--- config.mk ---
export PLATFORM = sky130hd
export DESIGN_NAME = bin_to_bcd_seq
export DESIGN_NICKNAME = d
export VERILOG_FILES = /design/src/rtl/bin_to_bcd_seq_pkg.sv /design/src/rtl/bin_to_bcd_seq_digit_adj.sv /design/src/rtl/bin_to_bcd_seq.sv
export SDC_FILE = /design/constraint.sdc
export NUM_CORES = 1
export LEC_CHECK = 0
export BUFFER_PORTS_ARGS = -buffer_cell sky130_fd_sc_hd__buf_4
export CAP_MARGIN = 40
export CELL_PAD_IN_SITES_DETAIL_PLACEMENT = 1
export CELL_PAD_IN_SITES_GLOBAL_PLACEMENT = 1
export CORE_MARGIN = 5
export CORE_UTILIZATION = 35
export DETAILED_ROUTE_END_ITERATION = 10
export PLACE_DENSITY_LB_ADDON = 0.1
export SYNTH_ARGS = -nofsm -noshare
export SYNTH_HDL_FRONTEND = slang
export SYNTH_SLANG_ARGS = --single-unit
--- constraint.sdc ---
create_clock -name clk -period 1.7 [get_ports clk]
set_input_delay 0.085 -clock clk [delete_from_list [all_inputs] [get_ports clk]]
set_output_delay 0.085 -clock clk [all_outputs]
set_load 0.01 [all_outputs]
--- src/rtl/bin_to_bcd_seq_pkg.sv ---
// Shared types and constants for the sequential binary-to-BCD converter.
package bin_to_bcd_seq_pkg;

  typedef enum logic [0:0] {
    IDLE  = 1'b0,
    SHIFT = 1'b1
  } state_t;

  // Double-dabble correction: a digit of 5 or more gets 3 added before the shift.
  localparam logic [3:0] BCD_CORR = 4'd3;
  localparam logic [3:0] BCD_THR  = 4'd5;

  // Decimal digits needed to show any width-bit unsigned value:
  // ceil(width * log10(2)), with log10(2) approximated as 0.30103.
  function automatic int digits_for(input int width);
    return (width * 30103 + 99999) / 100000;
  endfunction

endpackage

--- src/rtl/bin_to_bcd_seq_digit_adj.sv ---
// Combinational "if >= 5 add 3" cell for one BCD digit (wraps modulo 16).
module bcd_digit_adj
  import bin_to_bcd_seq_pkg::*;
(
  input  logic [3:0] din,
  output logic [3:0] dout
);

  // Correct the digit so the following left shift carries correctly into the next decade.
  always_comb begin
    dout = din;
    if (din >= BCD_THR) dout = din + BCD_CORR;
  end

endmodule

--- src/rtl/bin_to_bcd_seq.sv ---
// Multi-cycle binary-to-BCD converter (one double-dabble iteration per clock)
// with start/ready/valid handshake, overflow saturation and leading-zero mask.
module bin_to_bcd_seq
  import bin_to_bcd_seq_pkg::*;
#(
  parameter int BIN_W  = 16,
  parameter int DIGITS = 5
) (
  input  logic                  clk,
  input  logic                  rst_n,
  input  logic                  start,
  input  logic [BIN_W-1:0]      bin,
  output logic                  ready,
  output logic                  valid,
  output logic [4*DIGITS-1:0]   bcd,
  output logic                  overflow,
  output logic [DIGITS-1:0]     blank
);

  localparam int ACC_W = 4 * DIGITS;
  localparam int CNT_W = $clog2(BIN_W + 1);
  localparam logic [CNT_W-1:0]  LAST_CNT  = CNT_W'(BIN_W - 1);
  localparam logic [ACC_W-1:0]  ALL_NINES = {DIGITS{4'h9}};
  localparam logic [DIGITS-1:0] BLANK_RST = ~DIGITS'(1);

  state_t              state_q, state_d;
  logic [BIN_W-1:0]    bin_sr_q, bin_sr_d;
  logic [ACC_W-1:0]    acc_q, acc_d;
  logic [ACC_W-1:0]    acc_adj;
  logic                carry_q, carry_d;
  logic [CNT_W-1:0]    cnt_q, cnt_d;
  logic [ACC_W-1:0]    bcd_q, bcd_d;
  logic                ovf_q, ovf_d;
  logic [DIGITS-1:0]   blank_q, blank_d;
  logic                valid_q, valid_d;

  // Digit i is blanked when it and every more-significant digit are zero; digit 0 always shows.
  function automatic logic [DIGITS-1:0] blank_mask(input logic [ACC_W-1:0] v);
    logic [DIGITS-1:0] m;
    logic              lead;
    m    = '0;
    lead = 1'b1;
    for (int i = DIGITS - 1; i >= 1; i--) begin
      lead = lead & (v[4*i +: 4] == 4'd0);
      m[i] = lead;
    end
    return m;
  endfunction

  for (genvar g = 0; g < DIGITS; g++) begin : g_adj
    bcd_digit_adj u_adj (
      .din  (acc_q[4*g +: 4]),
      .dout (acc_adj[4*g +: 4])
    );
  end

  // Next-state logic: accept in IDLE, iterate in SHIFT, load outputs on the final iteration.
  always_comb begin
    state_d  = state_q;
    bin_sr_d = bin_sr_q;
    acc_d    = acc_q;
    carry_d  = carry_q;
    cnt_d    = cnt_q;
    bcd_d    = bcd_q;
    ovf_d    = ovf_q;
    blank_d  = blank_q;
    valid_d  = 1'b0;
    case (state_q)
      IDLE: begin
        if (start) begin
          state_d  = SHIFT;
          bin_sr_d = bin;
          acc_d    = '0;
          carry_d  = 1'b0;
          cnt_d    = '0;
        end
      end
      SHIFT: begin
        // Shift {corrected accumulator, binary} left; the bit leaving the top is overflow.
        bin_sr_d = bin_sr_q << 1;
        acc_d    = {acc_adj[ACC_W-2:0], bin_sr_q[BIN_W-1]};
        carry_d  = carry_q | acc_adj[ACC_W-1];
        cnt_d    = cnt_q + CNT_W'(1);
        if (cnt_q == LAST_CNT) begin
          state_d = IDLE;
          valid_d = 1'b1;
          if (carry_d) begin
            bcd_d   = ALL_NINES;
            ovf_d   = 1'b1;
            blank_d = '0;
          end else begin
            bcd_d   = acc_d;
            ovf_d   = 1'b0;
            blank_d = blank_mask(acc_d);
          end
        end
      end
      default: state_d = IDLE;
    endcase
  end

  // State, datapath and output registers; reset aborts any conversion in flight.
  always_ff @(posedge clk or negedge rst_n) begin
    if (!rst_n) begin
      state_q  <= IDLE;
      bin_sr_q <= '0;
      acc_q    <= '0;
      carry_q  <= 1'b0;
      cnt_q    <= '0;
      bcd_q    <= '0;
      ovf_q    <= 1'b0;
      blank_q  <= BLANK_RST;
      valid_q  <= 1'b0;
    end else begin
      state_q  <= state_d;
      bin_sr_q <= bin_sr_d;
      acc_q    <= acc_d;
      carry_q  <= carry_d;
      cnt_q    <= cnt_d;
      bcd_q    <= bcd_d;
      ovf_q    <= ovf_d;
      blank_q  <= blank_d;
      valid_q  <= valid_d;
    end
  end

  assign ready    = (state_q == IDLE);
  assign valid    = valid_q;
  assign bcd      = bcd_q;
  assign overflow = ovf_q;
  assign blank    = blank_q;

endmodule
==> Flow_metrics.wiki, run 1 <==
{| class="wikitable"
! Metric !! Value
|-
| Overall global routing resource usage || 17.5%
|-
| Die W || between 100 and 150 µm
|-
| Area of the multi-input gates || about 0.0018 mm²
|-
| Maximum number of pins on one net before global-route repair || 38
|-
| Area occupied by registers || approximately 0.0017 mm²
|-
| RSZ-0062 raised after global routing || yes
|-
| Highest achievable clock rate || 571 MHz
|-
| Failing checks || setup timing
|-
| DP Wirelength || between 6000 and 7000 µm
|-
| Biggest area consumer among synthesized cells || dfrtp_1
|-
| GPL Wtd Cong || between 0.8 and 0.9
|-
| TritonCTS sink count || between 60 and 70
|-
| Clock tree skew after final layout || between 0.009 and 0.01 ns
|-
| I/O pin cnt || 47
|-
| Final number of setup-violating endpoints || 7
|-
| Worst setup margin || -0.0500 ns
|-
| Area growth from synthesis to layout || 43.5%
|-
| Synth Area per Inst || 9.94 µm²
|-
| Sequential cell area fraction in the yosys report || between 50 and 60%
|-
| Maximum Capacitance Violations || 0
|-
| Number of design-rule violations left by the first detailed-router iteration || a little over 60
|-
| M2 GR Usage || between 20% and 30%
|-
| Number of search-and-repair iterations in the first detailed-routing pass || 4
|-
| Critical path data arrival time || roughly 2 ns
|-
| Number of levels the H-tree was split into || 3
|-
| IR Drop Worst-Case VDD || between 0.5 and 0.6 mV
|-
| Count of distinct cell types in the synthesized netlist || 43
|-
| Count leader, synth || dfrtp_1
|-
| Mux contribution to synthesized area || under 10%
|-
| Most common library cells after synthesis || 65 x dfrtp_1, 60 x nand2_1, 31 x o21ai_0
|-
| Cells taking the most area after synthesis || dfrtp_1 48%, nand2_1 6.7%, mux2i_1 6.2%
|-
| Maximum buffer depth of the clock tree || 2
|-
| Max Transition Viols Final || 0
|-
| Final cycle utilization of the critical path || 103%
|-
| Number of port buffers || 45
|-
| Yosys warning count || 0
|-
| Met3 Usage GRT || 3.28%
|-
| Share of async-settable or async-resettable flops after synthesis || 100%
|-
| Post-detailed-route count of antenna-violating nets || 0
|-
| Number of global-route vias before repair || ~3,100
|-
| Kind of start point of the critical path || register
|-
| Number of flops mapped to enable cells by yosys || 0
|-
| Post-synthesis sequential element count || between 60 and 70
|-
| Effective utilization at floorplan || 36.2%
|-
| Rows || 35
|-
| Syn Nets || approximately 370
|-
| Number of endpoints with negative hold slack in the final report || 0
|-
| Leading register cell type out of synthesis || dfrtp_1
|-
| Standby leakage power || ~2.2 nW
|-
| CTS clock-pin slew for the worst setup and hold paths || 0.07 ns
|-
| Minimum hold slack || between 0.03 and 0.04 ns
|-
| Met1 Track Usage GR || approximately 23%
|-
| Synthesized-area fraction occupied by ao, oa, aoi and oai cells || between 10% and 20%
|-
| Run status || complete, but fails checks
|-
| Largest family of logic cells by synthesized area || compound AO/OA/AOI/OAI gates
|-
| Portion of synthesized cell area occupied by the leading cell type || 48.1%
|-
| Maximum fanout encountered on the critical timing path || 3
|-
| Number of remaining DRC errors || 0
|-
| CTS Root Buffer Type || clkbuf_8
|-
| Filler cell count || between 1,000 and 1,500
|-
| Worst-case headroom to the max-slew limit || 65.5%
|-
| Number of instances in the synthesized netlist || 340
|-
| Sum of overflow across all layers after global routing || 0
|-
| Worst-skew pair later-pin latency || around 0.34 ns
|-
| Area fraction in and, or, nand and nor cells after synthesis || approximately 16%
|-
| Classification of the worst setup path || reg -> reg
|-
| Slack of the worst reg-to-reg path || -0.05 ns
|-
| Global-route wire length before repair || 15,800 µm
|-
| Die area || approximately 0.012 mm²
|-
| Initial antenna violation count || 0
|-
| Power per standard cell area || between 1500 and 2000 mW/mm²
|-
| Worst path required time || approximately 2 ns
|-
| Via Count || ~2,800
|-
| Xor/xnor cell area share of the yosys netlist || under 10%
|-
| CTS tree || yes
|-
| Adder-Cell Fraction of Synth Area || 4.44%
|-
| Sum of negative setup slack || -0.244 ns
|-
| Crit path time final || roughly 1.7 ns
|-
| Share of cells above drive strength 1 || 41.5%
|-
| Number of nets in the finished design || 470
|-
| Overall die height || roughly 110 µm
|-
| Slew of the pin with the lowest slew margin || 0.517 ns
|-
| Number of buffers inserted during clock tree synthesis || 9
|-
| Sum of routed wire length over all layers || slightly below 10,000 µm
|-
| Wirelength per Cell || roughly 17 µm
|-
| Hold/Removal Path Class || in -> reg
|-
| Most Crowded Layer GR || met2
|-
| Detailed-route vias per instance || about 4.9
|-
| Synthesized area || approximately 0.0034 mm²
|-
| CP endpoint kind || register
|-
| Core Area || ~0.0093 mm²
|-
| Number of diodes || 0
|}
kinds of logic (layout without fill, tap and decap cells):
family / count (synthesis) / after routing
and+or+nand+nor: 109 / 109
AOI/OAI and AO/OA: 86 / 86
DFF: 69 / 69
buffers and inverters: 32 / 135
muxes: 24 / 24
adders and majority gates: 12 / 12
xor gates and xnor gates: 7 / 7
other: 1 / 1
power breakdown:
group	switching, mW	internal (mW)
logic	2.42	2.51
registers	0.493	2.20
clock network	0.655	1.12
state kept, by name, indices dropped and copies added (netlist names):
signal	flops
bcd	20
blank	4
bin_sr_q	16
carry_q	1
acc_q	20
cnt_q	5
state_q	1
overflow	1
valid	1
worst max-delay path, stage by stage, from the launching register on:
cell,delay [ns]
dfrtp_1,0.37
inv_2,0.07
ha_2,0.16
nand2b_4,0.14
a21oi_4,0.13
mux2i_1,0.23
buf_4,0.14
nand4_1,0.19
o31ai_4,0.23
layout make-up:
type,count,share of cell area [%]
clock buffer,9,2.56
timing repair buffer,106,17.3
multi-input combinational,239,37.0
inverter,14,1.19
tap,129,3.33
clock inverter,6,2.81
sequential,69,35.7
metrics by stage:
| step | instances | utilization, % | cell area [µm²] | power (mW) | setup slack [ns] |
|---|---|---|---|---|---|
| floorplan | 340 | - | 3390 | 4.84 | 0.00260 |
| global placement | 541 | 44.8 | 4180 | 6.48 | -0.0853 |
| detailed placement | 541 | 44.8 | 4180 | 6.62 | -0.137 |
| CTS | 567 | 50.4 | 4700 | 9.03 | -0.0382 |
| global route | 572 | 52.0 | 4850 | 10.1 | -0.0994 |
| finish | 572 | 52.0 | 4850 | 9.40 | -0.0500 |
metal layers:
layer,part of all wire [%],vias to the layer above
li1,-,1378
met1,47,1401
met2,49,45
met3,3.4,6
met4,0.90,0
met5,0,-
timing repair:
| action | in CTS | in global routing |
|---|---|---|
| buffers inserted | 9 | 5 |
| hold endpoints to repair | 32 | 0 |
| hold buffers | 2 | 0 |
| setup endpoints to repair | 26 | 32 |
| resized for setup | 42 | 31 |
| pin swaps | 17 | 14 |
final timing paths:
check | to | startpoint | depth (start not counted)
setup / recovery | blank[1] | acc_q[9] | 8
hold / removal | bin_sr_q[8] | bin[8] | 3
setup reg to reg | blank[1] | acc_q[9] | 8
hold reg to reg | blank[4] | blank[4] | 2
max in group asynchronous | bin_sr_q[9] | rst_n | 3
min in group asynchronous | acc_q[18] | rst_n | 2
placed cells by master, fill, tap and decap left out, types with 6 or more instances in the layout:
master,count
o21ai_0,22
inv_2,10
ha_4,6
o21ai_1,7
nand2_1,60
nor2_1,18
o31ai_1,6
dfrtp_1,65
a31oi_1,6
o22ai_1,11
a22o_1,6
buf_4,99
a21oi_1,10
ha_2,6
clkbuf_8,9
mux2i_1,20
(Power assumes the default switching activity.)
==> inputs of run 2 (changes only) <==
--- a/config.mk
+++ b/config.mk
@@ -6,13 +6,14 @@
 export NUM_CORES = 1
 export LEC_CHECK = 0
 export BUFFER_PORTS_ARGS = -buffer_cell sky130_fd_sc_hd__buf_4
-export CAP_MARGIN = 40
+export CAP_MARGIN = 25
 export CELL_PAD_IN_SITES_DETAIL_PLACEMENT = 1
 export CELL_PAD_IN_SITES_GLOBAL_PLACEMENT = 1
 export CORE_MARGIN = 5
-export CORE_UTILIZATION = 35
+export CORE_UTILIZATION = 40
 export DETAILED_ROUTE_END_ITERATION = 10
 export PLACE_DENSITY_LB_ADDON = 0.1
+export RECOVER_POWER = 100
 export SYNTH_ARGS = -nofsm -noshare
 export SYNTH_HDL_FRONTEND = slang
 export SYNTH_SLANG_ARGS = --single-unit
==> Flow_metrics.wiki, run 2 (synthesized netlist as in run 1, its figures left out) <==
{| class="wikitable"
! Metric !! Value
|-
| Global-route wire length before repair || ~15,000 µm
|-
| Number of search-and-repair iterations in the first detailed-routing pass || 4
|-
| Worst Hold Endpoint || bin_sr_q[9]
|-
| Post-detailed-route count of antenna-violating nets || 0
|-
| Run status || complete, but fails checks
|-
| Standby leakage power || just over 2 nW
|-
| Critical path data arrival time || roughly 2 ns
|-
| Overall global routing resource usage || between 10% and 20%
|-
| Sum of routed wire length over all layers || between 9000 and 10,000 µm
|-
| Maximum Capacitance Violations || 0
|-
| Startpoint of the tightest hold check path || bin[9]
|-
| Final cycle utilization of the critical path || 104%
|-
| Share of cells above drive strength 1 || 34.4%
|-
| Rows || 33
|-
| Final number of setup-violating endpoints || 8
|-
| Number of port buffers || 45
|-
| RSZ-0062 raised after global routing || yes
|-
| Filler cell count || approximately 940
|-
| Detailed-route vias per instance || approximately 5.2
|-
| Final core utilization || between 50% and 60%
|-
| CTS tree || yes
|-
| Die W || around 100 µm
|-
| Kind of start point of the critical path || register
|-
| Number of endpoints with negative hold slack in the final report || 0
|-
| Worst-case headroom to the max-slew limit || between 40% and 50%
|-
| Worst-skew pair later-pin latency || 0.35 ns
|-
| Maximum fanout encountered on the critical timing path || 3
|-
| Slack of the worst reg-to-reg path || -0.07 ns
|-
| Critical register-to-register path startpoint || acc_q[16]
|-
| IR Drop Worst-Case VDD || between 0.6 and 0.7 mV
|-
| CTS Root Buffer Type || clkbuf_8
|-
| Classification of the worst setup path || reg -> reg
|-
| Number of remaining DRC errors || 0
|-
| Slew of the pin with the lowest slew margin || ~0.86 ns
|-
| Crit path time final || between 1.5 and 2 ns
|-
| Wirelength per Cell || about 18 µm
|-
| DP Wirelength || ~6400 µm
|-
| GPL Wtd Cong || between 0.8 and 0.9
|-
| Highest achievable clock rate || about 570 MHz
|-
| Failing checks || setup timing
|-
| Number of design-rule violations left by the first detailed-router iteration || 75
|-
| Maximum buffer depth of the clock tree || 2
|-
| Number of levels the H-tree was split into || 3
|-
| Worst R2R Path Depth || 8
|-
| Inst Count DP || about 500
|-
| CP max stage delay || around 0.44 ns
|-
| Max Transition Viols Final || 0
|-
| Overall die height || around 100 µm
|-
| Hold/Removal Path Class || in -> reg
|-
| Via Count || approximately 2,900
|-
| Number of nets in the finished design || roughly 470
|-
| Die area || a little over 0.01 mm²
|-
| CTS clock-pin slew for the worst setup and hold paths || 0.08 ns
|-
| Number of diodes || 0
|-
| Effective utilization at floorplan || 41.1%
|-
| Highest-count cells in the layout ignoring fill and taps || 65 x buf_4, 63 x dfrtp_1, 59 x nand2_1
|-
| I/O pin cnt || 47
|-
| Power per standard cell area || roughly 1900 mW/mm²
|-
| Cell breakdown of the critical path || inv_2 -> ha_4 -> nand2b_4 -> a21oi_2 -> mux2i_1 -> buf_4 -> nand2_1 -> o31ai_1
|-
| Final std cells w/o fill || 544
|-
| Core Area || a little over 0.008 mm²
|-
| Area growth from synthesis to layout || 36.7%
|-
| Sum of overflow across all layers after global routing || 0
|-
| Initial antenna violation count || 0
|-
| Reg-to-reg endpoint || blank[3]
|-
| Worst path required time || between 1.5 and 2 ns
|-
| Clock tree skew after final layout || just over 0.01 ns
|-
| Most common library cell in the layout ignoring fill and taps || buf_4
|-
| CP endpoint kind || register
|-
| Worst setup margin || -0.0652 ns
|-
| Hold path depth || 3
|-
| Number of buffers inserted during clock tree synthesis || 9
|-
| Maximum number of pins on one net before global-route repair || 38
|-
| TritonCTS sink count || slightly below 70
|-
| Slowest stage cell, crit path || dfrtp_2
|-
| Number of global-route vias before repair || 2,999
|}
-- run 2: cell types whose count changed in the layout (fill, tap and decap cells not counted), moves of 3 or more --
cell,delta
o21ai_1,-3
clkbuf_1,+26
bufinv_16,-4
buf_4,-34
o21ai_0,+3
ha_2,-3
-- run 2: repair_timing --
action | 4_1_cts | 5_1_grt
gates cloned | 0 | 1
hold buffers | 2 | 0
gates resized for setup | 42 | 29
setup buffers | 6 | 7
pin swaps | 18 | 18
endpoints found under the hold margin | 29 | 0
endpoints found under the setup margin | 28 | 21
-- run 2: layout make-up --
class / count / area [µm²] / share of cell area, %
Timing Repair Buffer: 103 / 726 / 15.7
Inverter: 14 / 60.1 / 1.30
Clock buffer: 12 / 155 / 3.36
Multi-Input combinational cell: 239 / 1800 / 39.0
Tap cell: 105 / 131 / 2.84
Clock inverter: 2 / 10.0 / 0.217
Sequential cell: 69 / 1730 / 37.6
-- run 2: metal layers --
layer | GRT usage (%) | wire length (µm) | up-vias
met4 | 4.74 | 136 | 0
li1 | - | - | 1369
met5 | 0 | 0 | -
met2 | 32.5 | 4760 | 50
met3 | 4.16 | 363 | 13
met1 | 25.0 | 4400 | 1420
-- run 2: critical path, delay by kind of cell (launching register included) --
family	cells	cell delay, ns
DFF	1	0.44
and+or+nand+nor	2	0.15
buffers and inverters	2	0.24
muxes	1	0.30
adders and majority gates	1	0.16
AOI/OAI and AO/OA	2	0.39
-- run 2: how the worst max path moves through the flow --
stage,startpoint,endpoint,slack [ns],cells past startpoint
3_5_place_dp,acc_q[16],bcd[9],-0.14,7
6_report,acc_q[16],blank[3],-0.07,8
3_3_place_gp,cnt_q[0],bcd[4],-0.08,8
5_1_grt,acc_q[17],blank[3],-0.15,8
4_1_cts,acc_q[16],bcd[9],-0.04,6
2_1_floorplan,acc_q[16],blank[1],0.003,6
-- run 2: where the power goes --
part	total, mW	internal, mW	switching [mW]
Sequential	2.70	2.20	0.491
Combinational	4.87	2.39	2.48
Clock	1.20	0.590	0.614
-- run 2: per-stage QoR --
step	cell area [µm²]	setup WS, ns	hold slack (ns)	power [mW]	setup TNS [ns]
3_3_place_gp	4140	-0.0833	0.0660	6.42	-1.26
3_5_place_dp	4140	-0.139	0.0679	6.59	-2.57
6_report	4620	-0.0652	0.0255	8.76	-0.216
2_1_floorplan	3390	0.00260	-0.211	4.84	0
4_1_cts	4550	-0.0354	0.0282	8.35	-0.158
5_1_grt	4620	-0.154	0.0258	9.43	-2.53
==> inputs of run 3 (changes only) <==
--- a/config.mk
+++ b/config.mk
@@ -12,7 +12,7 @@
 export CORE_MARGIN = 5
 export CORE_UTILIZATION = 40
 export DETAILED_ROUTE_END_ITERATION = 10
-export PLACE_DENSITY_LB_ADDON = 0.1
+export PLACE_DENSITY = 0.83
 export RECOVER_POWER = 100
 export SYNTH_ARGS = -nofsm -noshare
 export SYNTH_HDL_FRONTEND = slang
==> Flow_metrics.wiki, run 3 (synthesized netlist as in run 1, its figures left out) <==
{| class="wikitable"
! Metric !! Value
|-
| Run status || complete, but fails checks
|-
| Failing checks || setup timing
|-
| Area occupied by registers || roughly 0.0017 mm²
|-
| Critical register-to-register path startpoint || acc_q[16]
|-
| Maximum buffer depth of the clock tree || 2
|-
| Classification of the worst setup path || reg -> reg
|-
| Overall global routing resource usage || 20.1%
|-
| Worst-skew pair later-pin latency || between 0.3 and 0.4 ns
|-
| Buffers & Inverters on Critical Path || 1
|-
| Sum of routed wire length over all layers || ~10,000 µm
|-
| Inst Count DP || approximately 510
|-
| Die W || a little over 100 µm
|-
| Detailed-route vias per instance || 5.43
|-
| Final number of setup-violating endpoints || 13
|-
| Highest achievable clock rate || roughly 570 MHz
|-
| Wirelength per Cell || roughly 19 µm
|-
| Most common library cell in the layout ignoring fill and taps || buf_4
|-
| Total Power Consumption || 9.07 mW
|-
| Worst setup margin || -0.0485 ns
|-
| Minimum hold slack || 0.0302 ns
|-
| Number of nets in the finished design || 460
|-
| Number of remaining DRC errors || 0
|-
| CTS Root Buffer Type || clkbuf_8
|-
| Area of the multi-input gates || around 0.0017 mm²
|-
| Standby leakage power || roughly 2.0 nW
|-
| Number of design-rule violations left by the first detailed-router iteration || 116
|-
| Setup WS pre-CTS || -0.190 ns
|-
| Slowest stage cell, crit path || dfrtp_1
|-
| Cell breakdown of the critical path || ha_2 -> nand2b_4 -> nor3b_4 -> nor3_4 -> buf_6 -> nand2_1 -> o21ai_0
|-
| Area growth from synthesis to layout || 34.4%
|-
| Crit path time final || roughly 1.7 ns
|-
| Core Area || approximately 0.0082 mm²
|-
| RSZ-0062 raised after global routing || yes
|-
| CP max stage delay || approximately 0.42 ns
|-
| Kind of start point of the critical path || register
|-
| Via Count || 2,929
|-
| Die area || just over 0.01 mm²
|-
| GPL Wtd Cong || around 0.81
|-
| Maximum number of pins on one net before global-route repair || 40
|-
| Overall die height || roughly 100 µm
|-
| Final std cells w/o fill || around 540
|-
| Cell family with the largest share of critical-path delay || simple AND/OR/NAND/NOR gates
|-
| Power per standard cell area || approximately 2000 mW/mm²
|-
| Maximum Capacitance Violations || 0
|-
| Highest-count cells in the layout ignoring fill and taps || 66 x buf_4, 63 x dfrtp_1, 60 x nand2_1
|-
| Hold path depth || 3
|-
| Worst Hold Endpoint || bin_sr_q[13]
|-
| Initial antenna violation count || 0
|-
| I/O pin cnt || 47
|-
| Filler cell count || just over 900
|-
| TritonCTS sink count || between 60 and 70
|-
| DP Wirelength || around 6500 µm
|-
| Critical path data arrival time || 2.01 ns
|-
| Hold/Removal Path Class || in -> reg
|-
| Post-detailed-route count of antenna-violating nets || 0
|-
| Number of diodes || 0
|-
| Number of search-and-repair iterations in the first detailed-routing pass || 4
|-
| Final cycle utilization of the critical path || 103%
|-
| Clock tree skew after final layout || a little over 0.007 ns
|-
| Maximum fanout encountered on the critical timing path || 4
|-
| Share of cells above drive strength 1 || around a third
|-
| Slew of the pin with the lowest slew margin || around 0.80 ns
|-
| Worst R2R Path Depth || 7
|-
| Number of port buffers || between 40 and 50
|-
| Reg-to-reg endpoint || bcd[18]
|-
| Number of endpoints with negative hold slack in the final report || 0
|-
| Effective utilization at floorplan || between 40% and 50%
|-
| Rows || 33
|-
| CP endpoint kind || register
|-
| Worst-case headroom to the max-slew limit || a little under half
|-
| Number of buffers inserted during clock tree synthesis || 9
|-
| Sum of negative setup slack || -0.339 ns
|-
| Number of levels the H-tree was split into || 3
|-
| Sum of overflow across all layers after global routing || 0
|-
| IR Drop Worst-Case VDD || slightly below 0.8 mV
|-
| Number of global-route vias before repair || about 3,200
|-
| Startpoint of the tightest hold check path || bin[13]
|-
| Global-route wire length before repair || 16,100 µm
|-
| CTS tree || yes
|-
| CTS clock-pin slew for the worst setup and hold paths || approximately 0.08 ns
|-
| Max Transition Viols Final || 0
|-
| Slack of the worst reg-to-reg path || -0.05 ns
|-
| Worst path required time || 1.96 ns
|}
[run 3: layout make-up]
| type | count | area share (%) |
|---|---|---|
| sequential | 69 | 38.2 |
| tap | 105 | 2.89 |
| multi-input combinational | 239 | 37.8 |
| timing repair buffer | 96 | 14.5 |
| clock buffer | 10 | 3.03 |
| inverter | 14 | 1.18 |
| clock inverter | 6 | 2.42 |
[run 3: through the flow]
| stage | util, % | cell area [µm²] |
|---|---|---|
| after floorplan | - | 3390 |
| after global placement | 49.6 | 4070 |
| final | 55.3 | 4540 |
| after detailed placement | 49.6 | 4070 |
| after CTS | 54.7 | 4490 |
| after global routing | 55.3 | 4540 |
[run 3: where the power goes]
part / switching (mW) / internal, mW / leakage (nW)
sequential: 0.504 / 2.20 / 0.833
combinational: 2.48 / 2.22 / 1.07
clock: 0.641 / 1.01 / 0.119
[run 3: repair_timing]
action	in CTS	in global routing
resized for setup	33	20
endpoints found under the setup margin	28	29
endpoints found under the hold margin	31	0
hold buffers	2	0
pin swaps	14	9
setup buffers	5	7
[run 3: worst max-delay path by stage]
stage	start	endpoint	slack (ns)	depth (start not counted)
after global routing	acc_q[5]	blank[1]	-0.12	7
after detailed placement	acc_q[16]	blank[4]	-0.19	7
after CTS	acc_q[16]	bcd[1]	-0.04	6
after global placement	acc_q[16]	blank[4]	-0.09	7
final	acc_q[16]	bcd[18]	-0.05	7
after floorplan	acc_q[16]	blank[1]	0.003	6
[run 3: tightest hold or removal path, stage by stage]
cell and delay (ns):
buf_4 0.08, mux2i_1 0.05, o21ai_0 0.13
[run 3: metal layers]
layer	wire length, µm	vias up	GRT usage [%]
met1	4110	1476	23.3
met5	0	-	0
met4	138	0	6.05
met3	557	15	6.08
met2	5510	78	36.0
li1	-	1360	-
